File: config.mk
export PLATFORM = sky130hd
export DESIGN_NAME = arbitro_ula_flat
export DESIGN_NICKNAME = d
export VERILOG_FILES = /design/src/rtl/arbitro_ula_if.sv /design/src/rtl/arbitro_ula.sv /design/src/flat_wrapper.sv
export SDC_FILE = /design/constraint.sdc
export NUM_CORES = 1
export LEC_CHECK = 0
export ABC_AREA = 1
export CAP_MARGIN = 20
export CORE_ASPECT_RATIO = 1.2
export CORE_MARGIN = 1
export CORE_UTILIZATION = 30
export CTS_CLUSTER_SIZE = 10
export DETAILED_ROUTE_END_ITERATION = 10
export PLACE_DENSITY = 0.64
export SLEW_MARGIN = 5
export SYNTH_ARGS = -nofsm -noshare
export SYNTH_HDL_FRONTEND = slang
export SYNTH_SLANG_ARGS = --single-unit
File: constraint.sdc
create_clock -name clock -period 11.2 [get_ports clock]
set_input_delay 2.24 -clock clock [delete_from_list [all_inputs] [get_ports clock]]
set_output_delay 2.24 -clock clock [all_outputs]
set_load 0.02 [all_outputs]
File: src/rtl/arbitro_ula_if.sv
// arbitro_ula_if: request, response and ALU-side signals of arbitro_ula.
// Every *_valido/*_pronto pair transfers on the rising edge where both are high; valid never waits on ready.
interface arbitro_ula_if;
  logic        req0_valido;
  logic        req0_pronto;
  logic [3:0]  req0_comando;
  logic [31:0] req0_a;
  logic [31:0] req0_b;
  logic        req1_valido;
  logic        req1_pronto;
  logic [3:0]  req1_comando;
  logic [31:0] req1_a;
  logic [31:0] req1_b;
  logic        resp0_valido;
  logic        resp0_pronto;
  logic [31:0] resp0_resultado;
  logic        resp0_zero;
  logic        resp0_erro;
  logic        resp1_valido;
  logic        resp1_pronto;
  logic [31:0] resp1_resultado;
  logic        resp1_zero;
  logic        resp1_erro;
  logic [3:0]  ula_comando;
  logic [31:0] ula_entrada1;
  logic [31:0] ula_entrada2;
  logic [31:0] ula_saida;
  logic        ula_zeroflag;
  logic [1:0]  dbg_estado;

  // Arbiter side.
  modport slave (
    input  req0_valido, req0_comando, req0_a, req0_b,
    input  req1_valido, req1_comando, req1_a, req1_b,
    input  resp0_pronto, resp1_pronto, ula_saida, ula_zeroflag,
    output req0_pronto, req1_pronto,
    output resp0_valido, resp0_resultado, resp0_zero, resp0_erro,
    output resp1_valido, resp1_resultado, resp1_zero, resp1_erro,
    output ula_comando, ula_entrada1, ula_entrada2, dbg_estado
  );

  // Requesters plus ALU side.
  modport master (
    output req0_valido, req0_comando, req0_a, req0_b,
    output req1_valido, req1_comando, req1_a, req1_b,
    output resp0_pronto, resp1_pronto, ula_saida, ula_zeroflag,
    input  req0_pronto, req1_pronto,
    input  resp0_valido, resp0_resultado, resp0_zero, resp0_erro,
    input  resp1_valido, resp1_resultado, resp1_zero, resp1_erro,
    input  ula_comando, ula_entrada1, ula_entrada2, dbg_estado
  );
endinterface

File: src/rtl/arbitro_ula.sv
// arbitro_ula: round-robin arbiter/sequencer sharing one 32-bit ALU between two requesters.
// Optional feature macro ARBITRO_ULA_DIVZERO_EN: answer divide/remainder by zero locally with erro=1.
module arbitro_ula #(
  parameter int ESPERA = 1
) (
  input logic          clock,
  input logic          reset,
  arbitro_ula_if.slave bus
);

`ifdef ARBITRO_ULA_DIVZERO_EN
  localparam bit DIVZERO_EN = 1'b1;
`else
  localparam bit DIVZERO_EN = 1'b0;
`endif

  typedef enum logic [1:0] {
    OCIOSO   = 2'd0,
    EXECUTA  = 2'd1,
    RESPONDE = 2'd2
  } estado_t;

  estado_t     estado;
  estado_t     proximo;
  logic        ultimo;
  logic        id_q;
  logic        erro_pend;
  logic [3:0]  contador;
  logic [3:0]  cmd_q;
  logic [31:0] a_q;
  logic [31:0] b_q;
  logic [31:0] res_q;
  logic        zero_q;
  logic        erro_q;
  logic        grant;
  logic        pronto0;
  logic        pronto1;
  logic        aceita;
  logic        div_zero;
  logic        consumido;
  logic [3:0]  sel_cmd;
  logic [31:0] sel_a;
  logic [31:0] sel_b;

  // Tie goes to the requester that was not served last.
  always_comb begin
    grant = 1'b0;
    if (bus.req0_valido && bus.req1_valido) grant = ~ultimo;
    else if (bus.req1_valido)               grant = 1'b1;
  end

  assign pronto0 = ~reset & (estado == OCIOSO) & ~grant & bus.req0_valido;
  assign pronto1 = ~reset & (estado == OCIOSO) &  grant & bus.req1_valido;
  assign aceita  = pronto0 | pronto1;

  assign sel_cmd = grant ? bus.req1_comando : bus.req0_comando;
  assign sel_a   = grant ? bus.req1_a       : bus.req0_a;
  assign sel_b   = grant ? bus.req1_b       : bus.req0_b;

  // Without the feature DIVZERO_EN is 0, so erro_pend and erro_q stay at 0.
  assign div_zero  = DIVZERO_EN && ((sel_cmd == 4'b0011) || (sel_cmd == 4'b0100)) && (sel_b == 32'd0);
  assign consumido = id_q ? bus.resp1_pronto : bus.resp0_pronto;

  always_comb begin
    proximo = estado;
    case (estado)
      OCIOSO:   if (aceita) proximo = EXECUTA;
      EXECUTA:  if (contador == 4'd0) proximo = RESPONDE;
      RESPONDE: if (consumido) proximo = OCIOSO;
      default:  proximo = OCIOSO;
    endcase
  end

  always_ff @(posedge clock or posedge reset) begin
    if (reset) estado <= OCIOSO;
    else       estado <= proximo;
  end

  // A rejected division waits one cycle with the ALU untouched, then answers from erro_pend.
  always_ff @(posedge clock or posedge reset) begin
    if (reset) begin
      ultimo    <= 1'b1;
      id_q      <= 1'b0;
      erro_pend <= 1'b0;
      contador  <= 4'd0;
      cmd_q     <= 4'd0;
      a_q       <= 32'd0;
      b_q       <= 32'd0;
      res_q     <= 32'd0;
      zero_q    <= 1'b0;
      erro_q    <= 1'b0;
    end else if (aceita) begin
      id_q      <= grant;
      ultimo    <= grant;
      erro_pend <= div_zero;
      contador  <= div_zero ? 4'd0 : 4'(ESPERA - 1);
      if (!div_zero) begin
        cmd_q <= sel_cmd;
        a_q   <= sel_a;
        b_q   <= sel_b;
      end
    end else if (estado == EXECUTA) begin
      if (contador == 4'd0) begin
        res_q  <= erro_pend ? 32'd0 : bus.ula_saida;
        zero_q <= ~erro_pend & bus.ula_zeroflag;
        erro_q <= erro_pend;
      end else begin
        contador <= contador - 4'd1;
      end
    end
  end

  assign bus.req0_pronto     = pronto0;
  assign bus.req1_pronto     = pronto1;
  assign bus.resp0_valido    = (estado == RESPONDE) & ~id_q;
  assign bus.resp1_valido    = (estado == RESPONDE) &  id_q;
  assign bus.resp0_resultado = res_q;
  assign bus.resp1_resultado = res_q;
  assign bus.resp0_zero      = zero_q;
  assign bus.resp1_zero      = zero_q;
  assign bus.resp0_erro      = erro_q;
  assign bus.resp1_erro      = erro_q;
  assign bus.ula_comando     = cmd_q;
  assign bus.ula_entrada1    = a_q;
  assign bus.ula_entrada2    = b_q;
  assign bus.dbg_estado      = estado;

endmodule

File: src/flat_wrapper.sv
// flat-port wrapper written by rule: the top's interface ports become plain ports
module arbitro_ula_flat 
#(
  parameter int ESPERA = 1
)
  (clock, reset, bus_req0_valido, bus_req0_comando, bus_req0_a, bus_req0_b, bus_req1_valido, bus_req1_comando, bus_req1_a, bus_req1_b, bus_resp0_pronto, bus_resp1_pronto, bus_ula_saida, bus_ula_zeroflag, bus_req0_pronto, bus_req1_pronto, bus_resp0_valido, bus_resp0_resultado, bus_resp0_zero, bus_resp0_erro, bus_resp1_valido, bus_resp1_resultado, bus_resp1_zero, bus_resp1_erro, bus_ula_comando, bus_ula_entrada1, bus_ula_entrada2, bus_dbg_estado);
  arbitro_ula_if bus_i ();
  input logic clock;
  input logic reset;
  input wire logic [$bits(bus_i.req0_valido)-1:0] bus_req0_valido;
  input wire logic [$bits(bus_i.req0_comando)-1:0] bus_req0_comando;
  input wire logic [$bits(bus_i.req0_a)-1:0] bus_req0_a;
  input wire logic [$bits(bus_i.req0_b)-1:0] bus_req0_b;
  input wire logic [$bits(bus_i.req1_valido)-1:0] bus_req1_valido;
  input wire logic [$bits(bus_i.req1_comando)-1:0] bus_req1_comando;
  input wire logic [$bits(bus_i.req1_a)-1:0] bus_req1_a;
  input wire logic [$bits(bus_i.req1_b)-1:0] bus_req1_b;
  input wire logic [$bits(bus_i.resp0_pronto)-1:0] bus_resp0_pronto;
  input wire logic [$bits(bus_i.resp1_pronto)-1:0] bus_resp1_pronto;
  input wire logic [$bits(bus_i.ula_saida)-1:0] bus_ula_saida;
  input wire logic [$bits(bus_i.ula_zeroflag)-1:0] bus_ula_zeroflag;
  output wire logic [$bits(bus_i.req0_pronto)-1:0] bus_req0_pronto;
  output wire logic [$bits(bus_i.req1_pronto)-1:0] bus_req1_pronto;
  output wire logic [$bits(bus_i.resp0_valido)-1:0] bus_resp0_valido;
  output wire logic [$bits(bus_i.resp0_resultado)-1:0] bus_resp0_resultado;
  output wire logic [$bits(bus_i.resp0_zero)-1:0] bus_resp0_zero;
  output wire logic [$bits(bus_i.resp0_erro)-1:0] bus_resp0_erro;
  output wire logic [$bits(bus_i.resp1_valido)-1:0] bus_resp1_valido;
  output wire logic [$bits(bus_i.resp1_resultado)-1:0] bus_resp1_resultado;
  output wire logic [$bits(bus_i.resp1_zero)-1:0] bus_resp1_zero;
  output wire logic [$bits(bus_i.resp1_erro)-1:0] bus_resp1_erro;
  output wire logic [$bits(bus_i.ula_comando)-1:0] bus_ula_comando;
  output wire logic [$bits(bus_i.ula_entrada1)-1:0] bus_ula_entrada1;
  output wire logic [$bits(bus_i.ula_entrada2)-1:0] bus_ula_entrada2;
  output wire logic [$bits(bus_i.dbg_estado)-1:0] bus_dbg_estado;
  assign bus_i.req0_valido = bus_req0_valido;
  assign bus_i.req0_comando = bus_req0_comando;
  assign bus_i.req0_a = bus_req0_a;
  assign bus_i.req0_b = bus_req0_b;
  assign bus_i.req1_valido = bus_req1_valido;
  assign bus_i.req1_comando = bus_req1_comando;
  assign bus_i.req1_a = bus_req1_a;
  assign bus_i.req1_b = bus_req1_b;
  assign bus_i.resp0_pronto = bus_resp0_pronto;
  assign bus_i.resp1_pronto = bus_resp1_pronto;
  assign bus_i.ula_saida = bus_ula_saida;
  assign bus_i.ula_zeroflag = bus_ula_zeroflag;
  assign bus_req0_pronto = bus_i.req0_pronto;
  assign bus_req1_pronto = bus_i.req1_pronto;
  assign bus_resp0_valido = bus_i.resp0_valido;
  assign bus_resp0_resultado = bus_i.resp0_resultado;
  assign bus_resp0_zero = bus_i.resp0_zero;
  assign bus_resp0_erro = bus_i.resp0_erro;
  assign bus_resp1_valido = bus_i.resp1_valido;
  assign bus_resp1_resultado = bus_i.resp1_resultado;
  assign bus_resp1_zero = bus_i.resp1_zero;
  assign bus_resp1_erro = bus_i.resp1_erro;
  assign bus_ula_comando = bus_i.ula_comando;
  assign bus_ula_entrada1 = bus_i.ula_entrada1;
  assign bus_ula_entrada2 = bus_i.ula_entrada2;
  assign bus_dbg_estado = bus_i.dbg_estado;
  arbitro_ula #(.ESPERA(ESPERA)) u_core (.clock(clock), .reset(reset), .bus(bus_i));
endmodule
==> results of run 1 <==
cells in the mapped netlist:
library cell | number | share of area, %
nor2_1 | 10 | 0.70
a21oi_1 | 2 | 0.19
dfrtp_1 | 108 | 50
nand2_1 | 463 | 32
nand4_1 | 2 | 0.23
nor3_2 | 1 | 0.19
buf_1 | 2 | 0.14
dfstp_2 | 1 | 0.49
o21ai_4 | 1 | 0.30
inv_1 | 45 | 3.1
conb_1 | 1 | 0.070
ha_1 | 2 | 0.47
buf_4 | 36 | 5.0
o21ai_0 | 34 | 3.2
buf_2 | 23 | 2.1
clkbuf_1 | 9 | 0.63
nand3_1 | 3 | 0.28
inv_2 | 1 | 0.070
nand2_2 | 2 | 0.23
metal layers:
layer	wire, µm	share of wire, %	up-vias
met4	255	1.6	0
met3	1101	6.8	16
met2	7859	48	226
li1	-	-	2711
met5	0	0	-
met1	7021	43	2338
stage by stage:
stage	utilization, %	std cells	area (µm²)	worst slack, ps	total power, mW
after floorplan	-	747	5383	6002	1.411
after global placement	48.09	1216	8419	4973	1.969
after detailed placement	48.25	1217	8447	4918	1.992
after CTS	50.02	1233	8757	4912	2.336
after global routing	50.02	1233	8757	4853	2.465
final	50.02	1233	8757	4921	2.301
flip-flops by register name (all words and copies together), names as in the netlist:
signal	count
u_core.bus.dbg_estado	2
u_core.bus.resp0_resultado	32
u_core.bus.resp0_zero	1
u_core.bus.ula_comando	4
u_core.bus.ula_entrada1	32
u_core.bus.ula_entrada2	32
u_core.contador	4
u_core.id_q	1
u_core.ultimo	1
cell type report:
cell class                      instances  area (µm²)  area share [%]
Sequential cell                       109        2729           31.16
Timing Repair Buffer                  320        3208           36.63
Clock inverter                          5       57.56          0.6572
Inverter                               46       175.2           2.000
Clock buffer                           11       252.7           2.886
Multi-Input combinational cell        522        2059           23.52
Tap cell                              220       275.3           3.143
final timing paths:
kind,end,cells past startpoint
max,bus_req0_pronto,5
min,u_core.bus.ula_entrada1[21],2
max reg2reg,u_core.bus.ula_entrada2[24],8
min reg2reg,u_core.bus.ula_entrada1[21],2
max in group asynchronous,u_core.bus.ula_entrada2[0],3
min in group asynchronous,u_core.bus.ula_entrada1[5],2
critical path, delay by kind of cell:
kind / cells / cell delay [ps]
and+or+nand+nor: 3 / 620
buffers and inverters: 2 / 1170
where the power goes:
| part | internal, mW | switching (mW) | total [mW] |
|---|---|---|---|
| sequential | 0.585 | 0.120 | 0.705 |
| combinational | 0.580 | 0.684 | 1.26 |
| clock | 0.186 | 0.145 | 0.331 |
| total | 1.35 | 0.950 | 2.30 |
kinds of logic (layout without fill, tap and decap cells):
| group | Yosys count | count (layout) | synth area share (%) |
|---|---|---|---|
| flip-flops | 109 | 109 | 50.73 |
| AND/OR/NAND/NOR | 481 | 481 | 33.94 |
| buffers and inverters | 116 | 382 | 11.14 |
| other | 1 | 2 | 0.06972 |
| adder cells (fa/ha/maj) | 2 | 2 | 0.4652 |
| AO/OA/AOI/OAI | 37 | 37 | 3.652 |
==> out/metrics.yaml, run 1 <==
status: "finished clean"
drc: 0
drt-wirelength-per-cell_um: 13.17
via_count: 5291
critical_path_arrival_ps: 4040
cts_buffer_depth: 2
slew_headroom_pct: 48.53
initial_core_util_pct: 30.72
grt_pass1_wl_mm: 26.19
synth_seq_area_share_pct: 50.73
busiest_layer: "met2"
crit_top_cell: "clkdlybuf4s50_1"
slew_violations: 0
rsz0062_at_grt: "no"
reg2reg_slack_ps: 9010
hold_ws_ps: 477.3
cp_max_fo: 3
grt_use_met2_pct: 30.88
fillCellCount: 1721
synth_cell_type_count: 19
max_freq_mhz: 159.3
crit_type: "input port to output pin"
fin_worst_skew_ps: 8.263
grt_usage_pct: 17.99
met1_usage_pct: 22.14
dieWidth_um: 124.2
ys_warn_count: 0
cts_sinks: 109
end_kind: "output pin"
antenna_cells: 0
initialDrtViolationCount: 186
syn-cell-area_um2: 5379
place.port_buffers: 314
drive_gt1_share_pct: 2.962
cts_tree: "built"
hold_buffers: 0
worstSetupStartpointType: "input port"
hold_violations: 0
numCtsBuffers: 9
die_area_um2: 18470
clk_pin_slew_ps: 70
core-area_um2: 17510
p_leak_nw: 4.434
final_common_cell: "nand2_1"
fin_crit_sh_pct: 56.06
avgSynthCellArea_um2: 7.210
wl_mm: 16.24
die_y_um: 148.7
grt_max_degree: 72
power_density_nw_per_um2: 262.7
yosys_register_bits: 109
dp_hpwl_mm: 11.85
syn_to_final_growth_pct: 62.81
cts_resized: 0
min_path_type: "flop to flop"
final_cell_mix: "nand2_1 (463), clkdlybuf4s50_1 (314), dfrtp_1 (108)"
maxCapViolCount: 0
worst_hold_startpoint: "u_core.bus.ula_entrada1[21]"
synth_cells: 746
worst_path_max_delay_cell: "clkdlybuf4s50_1"
tightest_slew_ps: 772.0
clkLatencyLatePin_ps: 350
fin_crit_ps: 6279
tns_ps: 0
crit_chain: "clkdlybuf4s50_1, nor3_2, nand2_1, nor2_1, clkdlybuf4s50_1"
peakVddDrop_v: 0.00009629
reg2reg_from: "u_core.ultimo"
h-tree-depth: 3
ios: 317
grt_use_met3_pct: 4.101
cts_setup_buffers: 0
drt.antenna.violating_nets: 0
fp-row-count: 53
setup_viol: 0
grt_pass1_vias: 4996
via_per_inst: 4.291
cts_root_buffer: "clkbuf_16"
drt_first_pass_iters: 4
nets: 1185
worstPathRequired_ps: 8960
max_stage_delay_ps: 700
antenna_found_initial: 0
gp_congestion: 0.7646
cp-startpoint: "reset"
grt_overflow: 0
Note: power is estimated with default switching activity, not from simulation.
==> run 2: changes to the inputs <==
- PLACE_DENSITY: 0.64 -> 0.67
- clock period: 11.2 -> 5.7 ns (I/O delays scaled with it)
==> out/metrics.yaml, run 2 (synthesized netlist as in run 1, its figures left out) <==
status: "finished clean"
worstReg2RegEnd: "u_core.bus.ula_entrada1[30]"
nets: 1185  # unchanged
grt_pass1_wl_mm: 25.36  # -3.2%
initialDrtViolationCount: 160  # -14%
p_sw_mw: 1.870  # +97%
grt_overflow: 0  # unchanged
drt.antenna.violating_nets: 0  # unchanged
drt_first_pass_iters: 4  # unchanged
cts_sinks: 109  # unchanged
gp_congestion: 0.7619  # -0.35%
met1_usage_pct: 20.97  # -1.2 points
fin_crit_sh_pct: 76.25
reg2reg_from: "u_core.ultimo"
die_area_um2: 18470  # unchanged
stdcell_count: 1233  # unchanged
cts_setup_buffers: 0  # unchanged
via_count: 5285  # -0.11%
h-tree-depth: 3  # unchanged
cts_buffer_depth: 2  # unchanged
antenna_cells: 0  # unchanged
power_frac_comb_pct: 55.3  # +0.4 points
wl_mm: 15.71  # -3.3%
regArea_um2: 2729  # unchanged
worstPathRequired_ps: 4560  # -4400 ps
post_dp_cell_area_um2: 8432  # -0.18%
dp.cells: 1216  # -0.082%
min_path_cells: 2  # unchanged
p_leak_nw: 4.423  # -0.24%
cts_root_buffer: "clkbuf_16"
grt_use_met3_pct: 5.468  # +1.4 points
power.share.sequential_pct: 31.2  # +0.5 points
drive_gt1_share_pct: 2.962  # unchanged
syn_to_final_growth_pct: 62.53
clkLatencyLatePin_ps: 360  # about the same
clockPowerShare_pct: 13.6  # -0.8 points
slew_headroom_pct: 35.62  # -13 points
numCtsBuffers: 9  # unchanged
fin_worst_skew_ps: 8.330  # +0.06725 ps
tightest_slew_ps: 962.1  # +190.1 ps
grt_use_met2_pct: 29.12  # -1.8 points
core-area_um2: 17510  # unchanged
multi_input_area_um2: 2059  # unchanged
drt-wirelength-per-cell_um: 12.74  # -3.3%
final_common_cell: "nand2_1"
hold_end: "u_core.bus.ula_entrada1[31]"
cp_max_fo: 32  # +29
busiest_layer: "met2"
dpl_worst_slack_ps: 1310  # -3608 ps
initial_core_util_pct: 30.72  # unchanged
fp-row-count: 53  # unchanged
die_y_um: 148.7  # unchanged
peakVddDrop_v: 0.0001893  # +97%
fillCellCount: 1733  # +0.70%
finalWorstSetupSlack_ps: 1354  # -3567 ps
via_per_inst: 4.286  # -0.11%
dieWidth_um: 124.2  # unchanged
power_mw: 4.474  # +94%
drc: 0  # unchanged
internal_power_mw: 2.604  # +93%
ios: 317  # unchanged
rsz0062_at_grt: "no"
finish.utilization_pct: 49.94  # -0.086 points
worst_hold_startpoint: "u_core.bus.ula_entrada1[31]"
hold_ws_ps: 478.3  # +0.9950 ps
min_path_type: "flop to flop"
worstSetupStartpointType: "input port"
max_freq_mhz: 230.1
clk_pin_slew_ps: 70  # about the same
antenna_found_initial: 0  # unchanged
swShare_pct: 41.79  # +0.52 points
setup_viol: 0  # unchanged
maxCapViolCount: 0  # unchanged
slew_violations: 0  # unchanged
grt_usage_pct: 17.38  # -0.61 points
crit_type: "input port to output pin"
ff2ff_path_depth: 8  # unchanged
design_area_um2: 8742  # -0.17%
tns_ps: 0  # unchanged
cts_tree: "built"
final_cell_mix: "nand2_1 (463), clkdlybuf4s50_1 (314), dfrtp_1 (108)"
critical_path_arrival_ps: 3210  # -830 ps
fin_crit_ps: 4346
power_density_nw_per_um2: 511.8  # +95%
grt_pass1_vias: 4921  # -1.5%
cts_resized: 0  # unchanged
reg2reg_slack_ps: 3100  # -5910 ps
grt_max_degree: 73  # +1.4%
end_kind: "output pin"
hold_violations: 0  # unchanged
dp_hpwl_mm: 11.66  # -1.6%
place.port_buffers: 314  # unchanged
hold_buffers: 0  # unchanged
[run 2: changes by cell type in the layout (fill, tap and decap cells not counted), sizes merged]
| cell | change |
|---|---|
| inv | +2 |
| clkinv | -1 |
| clkbuf | -1 |
| clkinvlp | +1 |
| bufinv | -1 |
[run 2: worst max-delay path by stage]
stage | startpoint | end | depth (start not counted)
global placement | bus_req0_valido | bus_req1_pronto | 7
floorplan | reset | u_core.bus.dbg_estado[0] | 1
detailed placement | bus_req0_valido | bus_req1_pronto | 7
global route | bus_req0_valido | bus_req1_pronto | 7
CTS | bus_req0_valido | bus_req1_pronto | 7
finish | bus_req0_valido | bus_req1_pronto | 7
[run 2: final cells by class]
| type | count | area share [%] |
|---|---|---|
| Tap cell | 220 | 3.149 |
| Inverter | 46 | 2.004 |
| Multi-Input combinational cell | 522 | 23.56 |
| Timing Repair Buffer | 320 | 36.84 |
| Clock inverter | 6 | 0.5009 |
| Sequential cell | 109 | 31.22 |
| Clock buffer | 10 | 2.734 |
[run 2: power by group through the flow]
stage	Clock (mW)	Combinational, mW	Sequential [mW]
2_1_floorplan	0	0.968	1.80
3_3_place_gp	0	2.47	1.40
3_5_place_dp	0	2.49	1.40
4_1_cts	0.631	2.50	1.40
5_1_grt	0.660	2.68	1.46
6_report	0.606	2.47	1.39
[run 2: per-layer routing]
metal | vias up | part of all wire [%]
met3 | 24 | 8.2
met5 | - | 0
met2 | 234 | 48
li1 | 2713 | -
met4 | 0 | 2.1
met1 | 2314 | 42
[run 2: critical path, cell delays in order]
cell,delay [ps]
clkdlybuf4s50_1,530
nand2_1,140
nand2_2,60
inv_2,410
nand2_1,220
inv_1,90
clkdlybuf4s50_1,610
==> run 3: changes to the inputs <==
- PLACE_DENSITY: 0.67 -> 0.64
- clock period: 5.7 -> 4.2 ns (I/O delays scaled with it)
==> out/metrics.yaml, run 3 (synthesized netlist as in run 1, its figures left out) <==
drt-wirelength-per-cell_um: 13.31  # +4.4%
busiest_layer: "met2"
syn_to_final_growth_pct: 63.08
gp_congestion: 0.7773  # +2.0%
fillCellCount: 1718  # -0.87%
min_path_type: "flop to flop"
grt_usage_pct: 18.10  # +0.72 points
peakVddDrop_v: 0.0002165  # +14%
setup_viol: 0  # unchanged
swShare_pct: 41.43  # -0.36 points
p_leak_nw: 4.427  # about the same
antenna_found_initial: 2  # +2
initialDrtViolationCount: 205  # +28%
grt_max_degree: 74  # +1.4%
initial_core_util_pct: 30.72  # unchanged
grt_use_met2_pct: 31.69  # +2.6 points
regArea_um2: 2729  # unchanged
slew_violations: 0  # unchanged
ios: 317  # unchanged
critical_path_arrival_ps: 2620  # -590 ps
fin_crit_sh_pct: 82.33
die_y_um: 148.7  # unchanged
clk_pin_slew_ps: 70  # about the same
via_count: 5320  # +0.66%
rsz0062_at_grt: "no"
clockPowerShare_pct: 13.7  # about the same
met1_usage_pct: 21.02  # +0.049 points
grt_overflow: 0  # unchanged
cts_resized: 0  # unchanged
post_dp_cell_area_um2: 8487  # +0.65%
power.share.sequential_pct: 31.0  # -0.2 points
fp-row-count: 53  # unchanged
grt_pass1_vias: 4924  # +0.061%
design_area_um2: 8772  # +0.34%
h-tree-depth: 3  # unchanged
wl_mm: 16.43  # +4.6%
cts_sinks: 109  # unchanged
slew_headroom_pct: 37.21  # +1.6 points
final_common_cell: "nand2_1"
crit_type: "input port to output pin"
power_density_nw_per_um2: 696.4  # +36%
drt_first_pass_iters: 4  # unchanged
p_sw_mw: 2.531  # +35%
clkLatencyLatePin_ps: 350  # about the same
cts_setup_buffers: 0  # unchanged
drive_gt1_share_pct: 2.860  # -0.10 points
drt.antenna.violating_nets: 0  # unchanged
internal_power_mw: 3.578  # +37%
numCtsBuffers: 9  # unchanged
final_cell_mix: "nand2_1 (463), clkdlybuf4s50_1 (314), dfrtp_1 (108)"
die_area_um2: 18470  # unchanged
place.port_buffers: 314  # unchanged
fin_worst_skew_ps: 6.422  # -1.908 ps
cts_tree: "built"
hold_buffers: 0  # unchanged
worstPathRequired_ps: 3360  # -1200 ps
cts_buffer_depth: 2  # unchanged
hold_violations: 0  # unchanged
grt_use_met3_pct: 5.612  # +0.14 points
cts_root_buffer: "clkbuf_16"
dieWidth_um: 124.2  # unchanged
status: "finished clean"
power_frac_comb_pct: 55.4  # about the same
worstSetupStartpointType: "input port"
maxCapViolCount: 0  # unchanged
max_freq_mhz: 289.2
dp_hpwl_mm: 12.08  # +3.6%
multi_input_area_um2: 2059  # unchanged
via_per_inst: 4.308  # +0.50%
tns_ps: 0  # unchanged
tightest_slew_ps: 941.9  # -20.24 ps
drc: 0  # unchanged
end_kind: "output pin"
fin_crit_ps: 3458
grt_pass1_wl_mm: 26.22  # +3.4%
nets: 1187  # +0.17%
cp_max_fo: 3  # -91%
core-area_um2: 17510  # unchanged
[run 3: changes by cell type in the layout (fill, tap and decap cells not counted), sizes merged]
cell,previous run,this run
buf,6,8
bufinv,0,1
clkbuf,10,11
clkinv,2,1
clkinvlp,1,2
diode,0,1
inv,49,46
[run 3: path summary, 6_finish.rpt]
path	startpoint	endpoint	slack [ps]	depth (start not counted)
min in group asynchronous	reset	u_core.bus.resp0_resultado[4]	1100	2
max in group asynchronous	reset	u_core.ultimo	2340	3
setup reg to reg	u_core.ultimo	u_core.bus.ula_entrada1[24]	1990	8
setup / recovery	reset	bus_req0_pronto	740	5
hold reg to reg	u_core.ultimo	u_core.ultimo	480	2
hold / removal	u_core.ultimo	u_core.ultimo	480	2
[run 3: power groups by stage]
stage                     sequential [mW]  clock (mW)  combinational (mW)
after detailed placement             1.90           0                3.42
after CTS                            1.89       0.870                3.43
after floorplan                      2.45           0                1.31
after global placement               1.88           0                3.38
after global routing                 1.97       0.903                3.65
final                                1.89       0.837                3.38
[run 3: area by class of cell]
type / count / area share [%]
Antenna cell: 1 / 0.02853
Timing Repair Buffer: 322 / 37.03
Clock inverter: 4 / 0.5705
Inverter: 46 / 1.997
Tap cell: 220 / 3.138
Sequential cell: 109 / 31.11
Clock buffer: 11 / 2.653
Multi-Input combinational cell: 522 / 23.48
[run 3: per-layer routing]
metal | vias to the layer above | share of wire, % | wire, µm
met4 | 2 | 1.3 | 211
met1 | 2350 | 41 | 6743
met2 | 235 | 49 | 8050
met5 | - | 0.079 | 13
met3 | 15 | 8.6 | 1414
li1 | 2718 | - | -
[run 3: stage by stage]
step	worst slack, ps	cells	power, mW	hold WS, ps	util (%)
floorplan	487.7	747	3.763	443.6	-
global placement	770.0	1218	5.265	461.1	48.32
detailed placement	740.3	1219	5.321	462.7	48.48
CTS	735.0	1234	6.190	476.6	50.09
global route	685.7	1234	6.523	502.2	50.09
finish	742.2	1235	6.109	475.3	50.11
[run 3: critical path, cell delays in order]
cell	delay (ps)
clkdlybuf4s50_1	480
nor3_2	260
nand2_1	160
nor2_1	180
clkdlybuf4s50_1	710
